## config.mk

```make
export PLATFORM = sky130hd
export DESIGN_NAME = i2c_reg_sequencer_flat
export DESIGN_NICKNAME = d
export VERILOG_FILES = /design/src/rtl/i2c_reg_sequencer_if.sv /design/src/rtl/i2c_reg_sequencer.sv /design/src/flat_wrapper.sv
export SDC_FILE = /design/constraint.sdc
export NUM_CORES = 1
export LEC_CHECK = 0
export CAP_MARGIN = 10
export CORE_ASPECT_RATIO = 0.5
export CORE_MARGIN = 5
export CORE_UTILIZATION = 59
export CTS_CLUSTER_SIZE = 10
export DETAILED_ROUTE_END_ITERATION = 16
export HOLD_SLACK_MARGIN = 0.15
export PLACE_DENSITY_LB_ADDON = 0.12
export SYNTH_ARGS = -nofsm -noshare
export SYNTH_HDL_FRONTEND = slang
export SYNTH_SLANG_ARGS = --single-unit
```

## constraint.sdc

```tcl
create_clock -name iCLK -period 8.2 [get_ports iCLK]
set_input_delay 0.82 -clock iCLK [delete_from_list [all_inputs] [get_ports iCLK]]
set_output_delay 0.82 -clock iCLK [all_outputs]
set_load 0.01 [all_outputs]
```

## src/rtl/i2c_reg_sequencer_if.sv

```systemverilog
// Table and byte-level I2C master handshake between the register sequencer
// and its surroundings (command table ROM and i2c master).
interface i2c_reg_sequencer_if #(
    parameter int unsigned ADDR_W = 8
) ();
    logic [ADDR_W-1:0] tbl_addr;
    logic [17:0]       tbl_data;
    logic [23:0]       i2c_data;
    logic              i2c_start;
    logic              i2c_end;
    logic              i2c_nack;

    modport master (
        output tbl_addr,
        output i2c_data,
        output i2c_start,
        input  tbl_data,
        input  i2c_end,
        input  i2c_nack
    );

    modport slave (
        input  tbl_addr,
        input  i2c_data,
        input  i2c_start,
        output tbl_data,
        output i2c_end,
        output i2c_nack
    );
endinterface

```

## src/rtl/i2c_reg_sequencer.sv

```systemverilog
// Table-driven I2C register configurator: walks a command table and issues
// {slave, sub-address, data} writes with delays, slave changes and NACK retry.
module i2c_reg_sequencer #(
    parameter logic [7:0]  SLAVE_ADDR = 8'h72,
    parameter int unsigned ADDR_W     = 8,
    parameter int unsigned MAX_RETRY  = 3,
    parameter int unsigned DELAY_UNIT = 50_000
) (
    input  logic                       iCLK,
    input  logic                       iRST_N,
    input  logic                       restart,
    i2c_reg_sequencer_if.master        bus,
    output logic                       busy,
    output logic                       done,
    output logic                       error,
    output logic [7:0]                 err_cnt
);

    localparam int unsigned UNIT_W  = (DELAY_UNIT > 1) ? $clog2(DELAY_UNIT) : 1;
    localparam int unsigned RETRY_W = (MAX_RETRY > 0) ? $clog2(MAX_RETRY + 1) : 1;
    localparam int unsigned TICK_W  = 16;

    localparam logic [1:0] OP_WRITE = 2'b00;
    localparam logic [1:0] OP_DELAY = 2'b01;
    localparam logic [1:0] OP_SLAVE = 2'b10;
    localparam logic [1:0] OP_END   = 2'b11;

    typedef enum logic [2:0] {
        S_IDLE, S_FETCH, S_DECODE, S_REQ, S_RUN, S_DELAY, S_FIN
    } state_e;

    state_e              state_q, state_d;
    logic [ADDR_W-1:0]   tbl_addr_q, tbl_addr_d;
    logic [7:0]          slave_q, slave_d;
    logic [RETRY_W-1:0]  retry_q, retry_d;
    logic [TICK_W-1:0]   tick_q, tick_d;
    logic [UNIT_W-1:0]   unit_q, unit_d;
    logic                pend_q, pend_d;
    logic                rst_hist_q, rst_hist_d;
    logic [23:0]         i2c_data_q, i2c_data_d;
    logic                i2c_start_q, i2c_start_d;
    logic                busy_q, busy_d;
    logic                done_q, done_d;
    logic                error_q, error_d;
    logic [7:0]          err_cnt_q, err_cnt_d;

    logic                rise_c;
    logic                adv_c;
    logic                restart_now_c;
    logic [1:0]          op_c;
    logic [7:0]          a_c;
    logic [7:0]          d_c;

    assign rise_c = restart & ~rst_hist_q;
    assign op_c   = bus.tbl_data[17:16];
    assign a_c    = bus.tbl_data[15:8];
    assign d_c    = bus.tbl_data[7:0];

    // Next-state, datapath and registered-output computation
    always_comb begin
        state_d       = state_q;
        tbl_addr_d    = tbl_addr_q;
        slave_d       = slave_q;
        retry_d       = retry_q;
        tick_d        = tick_q;
        unit_d        = unit_q;
        pend_d        = pend_q;
        rst_hist_d    = restart;
        i2c_data_d    = i2c_data_q;
        i2c_start_d   = i2c_start_q;
        error_d       = error_q;
        err_cnt_d     = err_cnt_q;
        adv_c         = 1'b0;
        restart_now_c = 1'b0;

        case (state_q)
            S_IDLE:   state_d = S_FETCH;
            S_FETCH:  state_d = S_DECODE;
            S_DECODE: begin
                case (op_c)
                    OP_WRITE: begin
                        i2c_data_d  = {slave_q, a_c, d_c};
                        i2c_start_d = 1'b1;
                        state_d     = S_REQ;
                    end
                    OP_DELAY: begin
                        if ({a_c, d_c} == 16'h0000) begin
                            adv_c = 1'b1;
                        end else begin
                            tick_d  = {a_c, d_c};
                            unit_d  = '0;
                            state_d = S_DELAY;
                        end
                    end
                    OP_SLAVE: begin
                        slave_d = d_c;
                        adv_c   = 1'b1;
                    end
                    OP_END:   state_d = S_FIN;
                endcase
            end
            S_REQ: begin
                if (!bus.i2c_end) begin
                    i2c_start_d = 1'b0;
                    state_d     = S_RUN;
                end
            end
            S_RUN: begin
                // A pending restart discards the result of the finished transfer
                if (bus.i2c_end) begin
                    if (pend_q || rise_c) begin
                        restart_now_c = 1'b1;
                    end else if (!bus.i2c_nack) begin
                        retry_d = '0;
                        adv_c   = 1'b1;
                    end else if (retry_q < RETRY_W'(MAX_RETRY)) begin
                        retry_d     = retry_q + RETRY_W'(1);
                        i2c_start_d = 1'b1;
                        state_d     = S_REQ;
                    end else begin
                        error_d = 1'b1;
                        if (err_cnt_q != 8'hFF) begin
                            err_cnt_d = err_cnt_q + 8'd1;
                        end
                        retry_d = '0;
                        adv_c   = 1'b1;
                    end
                end
            end
            S_DELAY: begin
                if (unit_q == UNIT_W'(DELAY_UNIT - 1)) begin
                    unit_d = '0;
                    if (tick_q == TICK_W'(1)) begin
                        adv_c = 1'b1;
                    end else begin
                        tick_d = tick_q - TICK_W'(1);
                    end
                end else begin
                    unit_d = unit_q + UNIT_W'(1);
                end
            end
            S_FIN:    state_d = S_FIN;
            default:  state_d = S_IDLE;
        endcase

        // Last table entry ends the run instead of wrapping the index
        if (adv_c) begin
            if (tbl_addr_q == '1) begin
                state_d = S_FIN;
            end else begin
                tbl_addr_d = tbl_addr_q + ADDR_W'(1);
                state_d    = S_FETCH;
            end
        end

        if (rise_c) begin
            if (state_q == S_REQ || state_q == S_RUN) begin
                pend_d = 1'b1;
            end else begin
                restart_now_c = 1'b1;
            end
        end

        if (restart_now_c) begin
            state_d     = S_FETCH;
            tbl_addr_d  = '0;
            slave_d     = SLAVE_ADDR;
            retry_d     = '0;
            tick_d      = '0;
            unit_d      = '0;
            pend_d      = 1'b0;
            i2c_start_d = 1'b0;
            error_d     = 1'b0;
            err_cnt_d   = 8'h00;
        end

        busy_d = (state_d != S_IDLE) && (state_d != S_FIN);
        done_d = (state_d == S_FIN);
    end

    always_ff @(posedge iCLK or negedge iRST_N) begin
        if (!iRST_N) begin
            state_q     <= S_IDLE;
            tbl_addr_q  <= '0;
            slave_q     <= SLAVE_ADDR;
            retry_q     <= '0;
            tick_q      <= '0;
            unit_q      <= '0;
            pend_q      <= 1'b0;
            rst_hist_q  <= 1'b0;
            i2c_data_q  <= 24'h000000;
            i2c_start_q <= 1'b0;
            busy_q      <= 1'b0;
            done_q      <= 1'b0;
            error_q     <= 1'b0;
            err_cnt_q   <= 8'h00;
        end else begin
            state_q     <= state_d;
            tbl_addr_q  <= tbl_addr_d;
            slave_q     <= slave_d;
            retry_q     <= retry_d;
            tick_q      <= tick_d;
            unit_q      <= unit_d;
            pend_q      <= pend_d;
            rst_hist_q  <= rst_hist_d;
            i2c_data_q  <= i2c_data_d;
            i2c_start_q <= i2c_start_d;
            busy_q      <= busy_d;
            done_q      <= done_d;
            error_q     <= error_d;
            err_cnt_q   <= err_cnt_d;
        end
    end

    assign bus.tbl_addr  = tbl_addr_q;
    assign bus.i2c_data  = i2c_data_q;
    assign bus.i2c_start = i2c_start_q;
    assign busy          = busy_q;
    assign done          = done_q;
    assign error         = error_q;
    assign err_cnt       = err_cnt_q;

endmodule

```

## src/flat_wrapper.sv

```systemverilog
// flat-port wrapper written by rule: the top's interface ports become plain ports
module i2c_reg_sequencer_flat 
#(
    parameter logic [7:0]  SLAVE_ADDR = 8'h72,
    parameter int unsigned ADDR_W     = 8,
    parameter int unsigned MAX_RETRY  = 3,
    parameter int unsigned DELAY_UNIT = 50_000
)
  (iCLK, iRST_N, restart, busy, done, error, err_cnt, bus_tbl_addr, bus_i2c_data, bus_i2c_start, bus_tbl_data, bus_i2c_end, bus_i2c_nack);
  i2c_reg_sequencer_if #(.ADDR_W(ADDR_W)) bus_i ();
  input  logic iCLK;
  input  logic iRST_N;
  input  logic restart;
  output logic busy;
  output logic done;
  output logic error;
  output logic [7:0] err_cnt;
  output wire logic [$bits(bus_i.tbl_addr)-1:0] bus_tbl_addr;
  output wire logic [$bits(bus_i.i2c_data)-1:0] bus_i2c_data;
  output wire logic [$bits(bus_i.i2c_start)-1:0] bus_i2c_start;
  input wire logic [$bits(bus_i.tbl_data)-1:0] bus_tbl_data;
  input wire logic [$bits(bus_i.i2c_end)-1:0] bus_i2c_end;
  input wire logic [$bits(bus_i.i2c_nack)-1:0] bus_i2c_nack;
  assign bus_tbl_addr = bus_i.tbl_addr;
  assign bus_i2c_data = bus_i.i2c_data;
  assign bus_i2c_start = bus_i.i2c_start;
  assign bus_i.tbl_data = bus_tbl_data;
  assign bus_i.i2c_end = bus_i2c_end;
  assign bus_i.i2c_nack = bus_i2c_nack;
  i2c_reg_sequencer #(.SLAVE_ADDR(SLAVE_ADDR), .ADDR_W(ADDR_W), .MAX_RETRY(MAX_RETRY), .DELAY_UNIT(DELAY_UNIT)) u_core (.iCLK(iCLK), .iRST_N(iRST_N), .restart(restart), .bus(bus_i), .busy(busy), .done(done), .error(error), .err_cnt(err_cnt));
endmodule
```

==> results of run 1 <==
-- metal layers --
metal / share of wire / vias up / GRT usage / routed length, um
met5: 0 / - / 0 / 0
met4: 0.012 / 0 / 0.0863 / 142
met3: 0.065 / 22 / 0.0629 / 747
met2: 0.48 / 122 / 0.399 / 5600
met1: 0.44 / 1985 / 0.325 / 5070
li1: - / 1911 / - / -
-- flip-flops by register name (all words and copies together) (netlist names) --
| signal | flops |
|---|---|
| u_core.retry_q | 2 |
| u_core.tick_q | 16 |
| u_core.done | 1 |
| u_core.slave_q | 8 |
| u_core.state_q | 3 |
| u_core.busy | 1 |
| u_core.error | 1 |
| u_core.unit_q | 16 |
| u_core.pend_q | 1 |
| u_core.err_cnt | 8 |
| u_core.bus.i2c_data | 24 |
| u_core.bus.i2c_start | 1 |
| u_core.rst_hist_q | 1 |
| u_core.bus.tbl_addr | 8 |
-- cells in the mapped netlist, drive strengths merged, types with 5 or more instances --
| cell type | instances |
|---|---|
| inv | 7 |
| nor3b | 5 |
| and3 | 8 |
| nor4 | 13 |
| nand2 | 49 |
| and2 | 6 |
| ha | 10 |
| clkbuf | 17 |
| xor2 | 7 |
| dfrtp | 87 |
| a31oi | 6 |
| nand2b | 6 |
| nand4 | 9 |
| nor2 | 56 |
| mux2 | 25 |
| a21oi | 29 |
| nand3 | 17 |
| xnor2 | 10 |
| nor3 | 16 |
| o21ai | 42 |
-- critical path, stage by stage --
cell	delay (ns)
clkdlybuf4s50_1	0.45
inv_1	0.11
ha_1	0.17
nor4bb_1	0.74
nand2_1	0.10
o21ai_0	0.52
o21ai_2	0.25
or4_1	0.43
a21oi_1	0.15
-- layout make-up --
type                       count  area, um2
timing repair buffer          69        678
inverter                       7       26.3
multi-input combinational    376       2350
sequential                    91       2280
clock inverter                 4       72.6
clock buffer                  12        256
fill                         591       2110
tap                          112        140
-- per-stage QoR --
stage / hold slack, ns / util / instance area, um2 / power (mW) / std cells
2_1_floorplan: 0.451 / - / 4740 / 1.11 / 494
3_3_place_gp: 0.478 / 0.691 / 5470 / 1.36 / 654
3_5_place_dp: 0.477 / 0.691 / 5470 / 1.38 / 654
4_1_cts: 0.402 / 0.732 / 5800 / 1.84 / 670
5_1_grt: 0.422 / 0.733 / 5800 / 1.95 / 671
6_report: 0.394 / 0.733 / 5800 / 1.84 / 671
-- power groups by stage --
stage                     Sequential [mW]  Combinational, mW  Clock (mW)
after detailed placement            0.689              0.687           0
final                               0.686              0.697       0.457
after global placement              0.683              0.672           0
after CTS                           0.683              0.694       0.460
after floorplan                     0.683              0.425           0
after global routing                0.701              0.768       0.483
-- kinds of logic (layout without fill, tap and decap cells) --
group	after synthesis	after routing	share of synthesized area
buffers and inverters	27	92	0.0245
XOR/XNOR	17	17	0.0314
AND/OR/NAND/NOR	216	216	0.235
flip-flops	91	91	0.481
multiplexers	27	27	0.0636
AO/OA/AOI/OAI	106	106	0.138
adder cells (fa/ha/maj)	10	10	0.0264
-- worst max-delay path by stage --
stage,startpoint,endpoint,slack (ns),cells past startpoint
after floorplan,bus_tbl_data[17],u_core.bus.tbl_addr[6]$_DFFE_PN0P_,5.36,8
after global placement,bus_tbl_data[16],u_core.bus.tbl_addr[6]$_DFFE_PN0P_,4.45,9
after detailed placement,bus_tbl_data[16],u_core.bus.tbl_addr[6]$_DFFE_PN0P_,4.27,9
after CTS,bus_tbl_data[16],u_core.bus.tbl_addr[6]$_DFFE_PN0P_,4.57,9
after global routing,bus_tbl_data[17],u_core.bus.tbl_addr[7]$_DFFE_PN0P_,4.49,9
final,bus_tbl_data[17],u_core.bus.tbl_addr[6]$_DFFE_PN0P_,4.72,9
==> metrics.md, run 1 <==
| Metric | Value |
|---|---|
| Status | completed |
| Gate power share | 0.379 |
| Antenna violations before repair | 0 |
| F_max | 0.288 GHz |
| Top cell type's share of synthesized area | 0.459 |
| Routability congestion estimate | 0.915 |
| Largest net degree at the start of global routing | 62 |
| Sequential element share of the synthesized area | 0.481 |
| Final Hold Fails | 0 |
| Post-synth cell types | 63 |
| Setup TNS | 0 ns |
| Min setup slack post-route | 4.72 ns |
| Post-synth EDFFs | 0 |
| Congestion Overflow GR | 0 |
| #FFs+latches synth | 91 |
| CP Class | in -> reg |
| Async SR Flop Fraction | 1.00 |
| Most common cell after layout, fill and taps aside | dfrtp_1 |
| Largest area contributor in the netlist | dfrtp_1 |
| # Max-Cap Violations | 0 |
| CP Max Fanout | 8 |
| Critical path arrival | 3.74 ns |
| Row cnt | 23 |
| # IOs | 67 |
| Critical R2R Launch | u_core.state_q[2]$_DFF_PN0_ |
| Worst VDD drop | 0.156 mV |
| Die span in x | 137 um |
| Cell count after synthesis | 494 |
| Worst-Margin Slew | 1.15 ns |
| Share of layout cells above drive strength 1 | 0.102 |
| Cts repair resizes | 0 |
| R2R cell count | 5 |
| Sw Ratio | 0.365 |
| Clock transition at path regs | 0.06 ns |
| DR pass1 iterations | 5 |
| R2R setup slack | 5.14 ns |
| Fin crit period | 3.48 ns |
| Reg-to-Reg End | u_core.tick_q[15]$_DFFE_PN0P_ |
| Nets@finish | 587 |
| DRT iter0 DRCs | 333 |
| H-tree levels | 3 |
| Commonest cells after routing, fill and taps aside | dfrtp_1 (87), clkdlybuf4s50_1 (65), nor2_1 (56), nand2_1 (49), o21ai_0 (41) |
| Area contributors post-synth | dfrtp_1 (46%), mux2_2 (5.9%), nor2_1 (4.4%) |
| Hold buffer count at CTS | 0 |
| Die Area | 10000 um2 |
| IO Port Bufs | 66 |
| Root buf cell | clkbuf_16 |
| CTS buffer count | 9 |
| Critical Path Start Type | primary input |
| WL/cell | 17.2 um |
| Diodes inserted | 0 |
| RSZ-0062 raised after global routing | no |
| Postcts setup bufs | 0 |
| Fin crit share | 0.424 |
| Clock Skews | 0.00588 ns |
| Clock network latency to the later pin of the worst-skew pair | 0.34 ns |
| Seq pwr share | 0.373 |
| Via Count | 4040 |
| Mean Syn Cell Area | 9.60 um2 |
| Switching power | 0.671 mW |
| Final setup viols | 0 |
| TritonCTS clock tree | yes |
| P_leak | 2.46 nW |
| Vias/cell | 6.02 |
| ANT nets after route | 0 |
| Slew HR | 0.234 |
| Placed wire-length estimate | 8050 um |
| GR Util All Layers | 0.245 |
| First-pass GRT wire length | 19400 um |
| Layout overhead on the synthesized area | 22.3% |
| Clock Tree Buf Depth | 2 |
| Core box area | 7910 um2 |
| # DRC | 0 |
| Vias in the first global route | 3991 |
| Netlist Area Pre-Place | 4740 um2 |
| Pre-CTS setup slack | 4.27 ns |
| Required @ worst endpoint | 8.47 ns |
| Clk network pwr share | 0.249 |
| Mapped Nets | 527 |
| Yosys synthesis warning count | 0 |
| Critical path endpoint category | register |
| Total wire length | 11600 um |
| Power per cell area | 317 nW/um2 |
| Starting density of the core | 0.600 |
| Clock sinks | 91 |
| Most used DFF post-synth | dfrtp_1 |
| Max-slew violation count | 0 |
| Cell-internal power | 1.17 mW |
| Worst hold path class | in -> async |
| Die H | 73.4 um |
Power figures use the tool's default switching activity.
==> inputs of run 2 (changes only) <==
- CORE_UTILIZATION: 59 -> 50
- clock period: 8.2 -> 3.1 ns (I/O delays scaled with it)
==> run 2 against run 1 <==
Against the previous run:
- routed wire length up 0.56%
- count of clock-buffer cells in the layout down 2
- core utilization down 9.8 points
- sequential share of layout area down 0.90 points
- via count up 1.0%
- clock skew up 0.0026 ns
- sequential power rose to 2.6 times the previous value
- first-iteration DRC count up 0.90%
- critical path depth down 3
- worst hold slack better by 0.098 ns
- cell area up 2.3%
- clock power up 140%
- critical endpoint is now u_core.bus.tbl_addr[7]$_DFFE_PN0P_
==> metrics.md, run 2 (synthesis gave the netlist of run 1 again) <==
| Metric | Value |
|---|---|
| Max-slew violation count | 0 |
| Fin crit period | 2.77 ns |
| Worst Path Buf+Inv | 0 |
| Final setup viols | 0 |
| TritonCTS clock tree | yes |
| Largest net degree at the start of global routing | 92 |
| Placed cell count | 681 |
| # Max-Cap Violations | 0 |
| Worst path slowest cell | or4_4 |
| Power, Total | 4.86 mW |
| Worst VDD drop | 0.446 mV |
| Via Count | 4082 |
| Routability congestion estimate | 0.891 |
| Cells along the critical path | or4b_1, or4_4, o31ai_4, o211ai_1, or3_1, a21oi_1 |
| CP Class | reg -> reg |
| ANT nets after route | 0 |
| F_max | 0.360 GHz |
| CTS buffer count | 9 |
| DR pass1 iterations | 5 |
| GR Util All Layers | 0.209 |
| Die H | 78.9 um |
| Status | completed |
| H-tree levels | 3 |
| Layout overhead on the synthesized area | 25.1% |
| Nets@finish | 605 |
| R2R setup slack | 0.33 ns |
| Clock network latency to the later pin of the worst-skew pair | 0.34 ns |
| Critical path arrival | 3.05 ns |
| Pre-CTS setup slack | 0.358 ns |
| HP Start | restart |
| IO Port Bufs | 66 |
| P_leak | 2.54 nW |
| Max FFs per register | 24 |
| Commonest cells after routing, fill and taps aside | dfrtp_1 (87), clkdlybuf4s50_1 (65), nor2_1 (56), nand2_1 (49), o21ai_0 (41) |
| DRT iter0 DRCs | 336 |
| Core box area | 9350 um2 |
| Fillers | 803 |
| Cts repair resizes | 0 |
| Final Hold Fails | 0 |
| Row cnt | 25 |
| Starting density of the core | 0.507 |
| Fin crit share | 0.895 |
| Worst hold path class | in -> reg |
| Total wire length | 11600 um |
| Power per cell area | 819 nW/um2 |
| Util after Layout | 0.635 |
| Share of layout cells above drive strength 1 | 0.128 |
| Critical R2R Launch | u_core.unit_q[4]$_DFFE_PN0P_ |
| CP startpoint | u_core.unit_q[4]$_DFFE_PN0P_ |
| RSZ-0062 raised after global routing | no |
| Congestion Overflow GR | 0 |
| Vias/cell | 5.85 |
| # DRC | 0 |
| Min setup slack post-route | 0.326 ns |
| Clock Skews | 0.00844 ns |
| Clock sinks | 91 |
| First-pass GRT wire length | 19700 um |
| # IOs | 67 |
| Root buf cell | clkbuf_16 |
| Setup TNS | 0 ns |
| Critical Path Start Type | register |
| CP top delay family | simple AND/OR/NAND/NOR gates |
| CP Max Fanout | 5 |
| Diodes inserted | 0 |
| Die span in x | 148 um |
| Antenna violations before repair | 0 |
| Worst-Margin Slew | 0.538 ns |
| Placed wire-length estimate | 8250 um |
| Vias in the first global route | 3871 |
| WL/cell | 16.7 um |
| Clock Tree Buf Depth | 2 |
| Critical path endpoint category | register |
| Final cell count without fillers | 698 |
| Most common cell after layout, fill and taps aside | dfrtp_1 |
| Critical Path Max Stage Delay | 0.59 ns |
| Required @ worst endpoint | 3.37 ns |
| Die Area | 11700 um2 |
| Clock transition at path regs | 0.07 ns |
| Slew HR | 0.637 |
-- run 2: cell type report --
cell class / count / area, um2 / area share
clock buffer: 10 / 229 / 0.0386
tap: 121 / 151 / 0.0255
timing repair buffer: 87 / 831 / 0.140
inverter: 7 / 26.3 / 0.00443
sequential: 91 / 2280 / 0.384
clock inverter: 6 / 71.3 / 0.0120
multi-input combinational: 376 / 2350 / 0.395
-- run 2: metrics by stage --
stage / hold slack [ns] / cell area (um2)
floorplan: 0.0144 / 4740
global placement: 0.398 / 5630
detailed placement: 0.396 / 5630
CTS: 0.490 / 5940
global route: 0.501 / 5940
finish: 0.492 / 5940
-- run 2: report_power, final --
group	internal [mW]	switching (mW)	leakage [nW]	total, mW
combinational	0.907	1.10	1.20	2.01
sequential	1.52	0.224	1.20	1.75
clock	0.634	0.474	0.140	1.11
-- run 2: what timing repair did --
action / in CTS / in global routing
hold buffers: 1 / 0
buffers inserted: 0 / 0
hold endpoints to repair: 87 / 0
-- run 2: layer usage --
metal | routed length [um] | vias up | part of all wire | GRT usage
met5 | 0 | - | 0 | 0
met2 | 5130 | 129 | 0.44 | 0.317
met3 | 698 | 8 | 0.060 | 0.0439
met1 | 5710 | 1995 | 0.49 | 0.312
li1 | - | 1950 | - | -
met4 | 86 | 0 | 0.0074 | 0.0428
-- run 2: path summary, 6_finish.rpt --
| kind | to | cells after the start |
|---|---|---|
| hold / removal | u_core.rst_hist_q$_DFF_PN0_ | 1 |
| setup / recovery | u_core.bus.tbl_addr[7]$_DFFE_PN0P_ | 6 |
| max in group asynchronous | u_core.unit_q[1]$_DFFE_PN0P_ | 3 |
| hold reg to reg | u_core.unit_q[15]$_DFFE_PN0P_ | 1 |
| min in group asynchronous | u_core.err_cnt[2]$_DFFE_PN0P_ | 3 |
| setup reg to reg | u_core.bus.tbl_addr[7]$_DFFE_PN0P_ | 6 |
-- run 2: worst reg2reg max path, delay by kind of cell, from the launching register on --
| family | cells | cell delay [ns] |
|---|---|---|
| AOI/OAI and AO/OA | 3 | 0.77 |
| DFF | 1 | 0.43 |
| and+or+nand+nor | 3 | 1.50 |
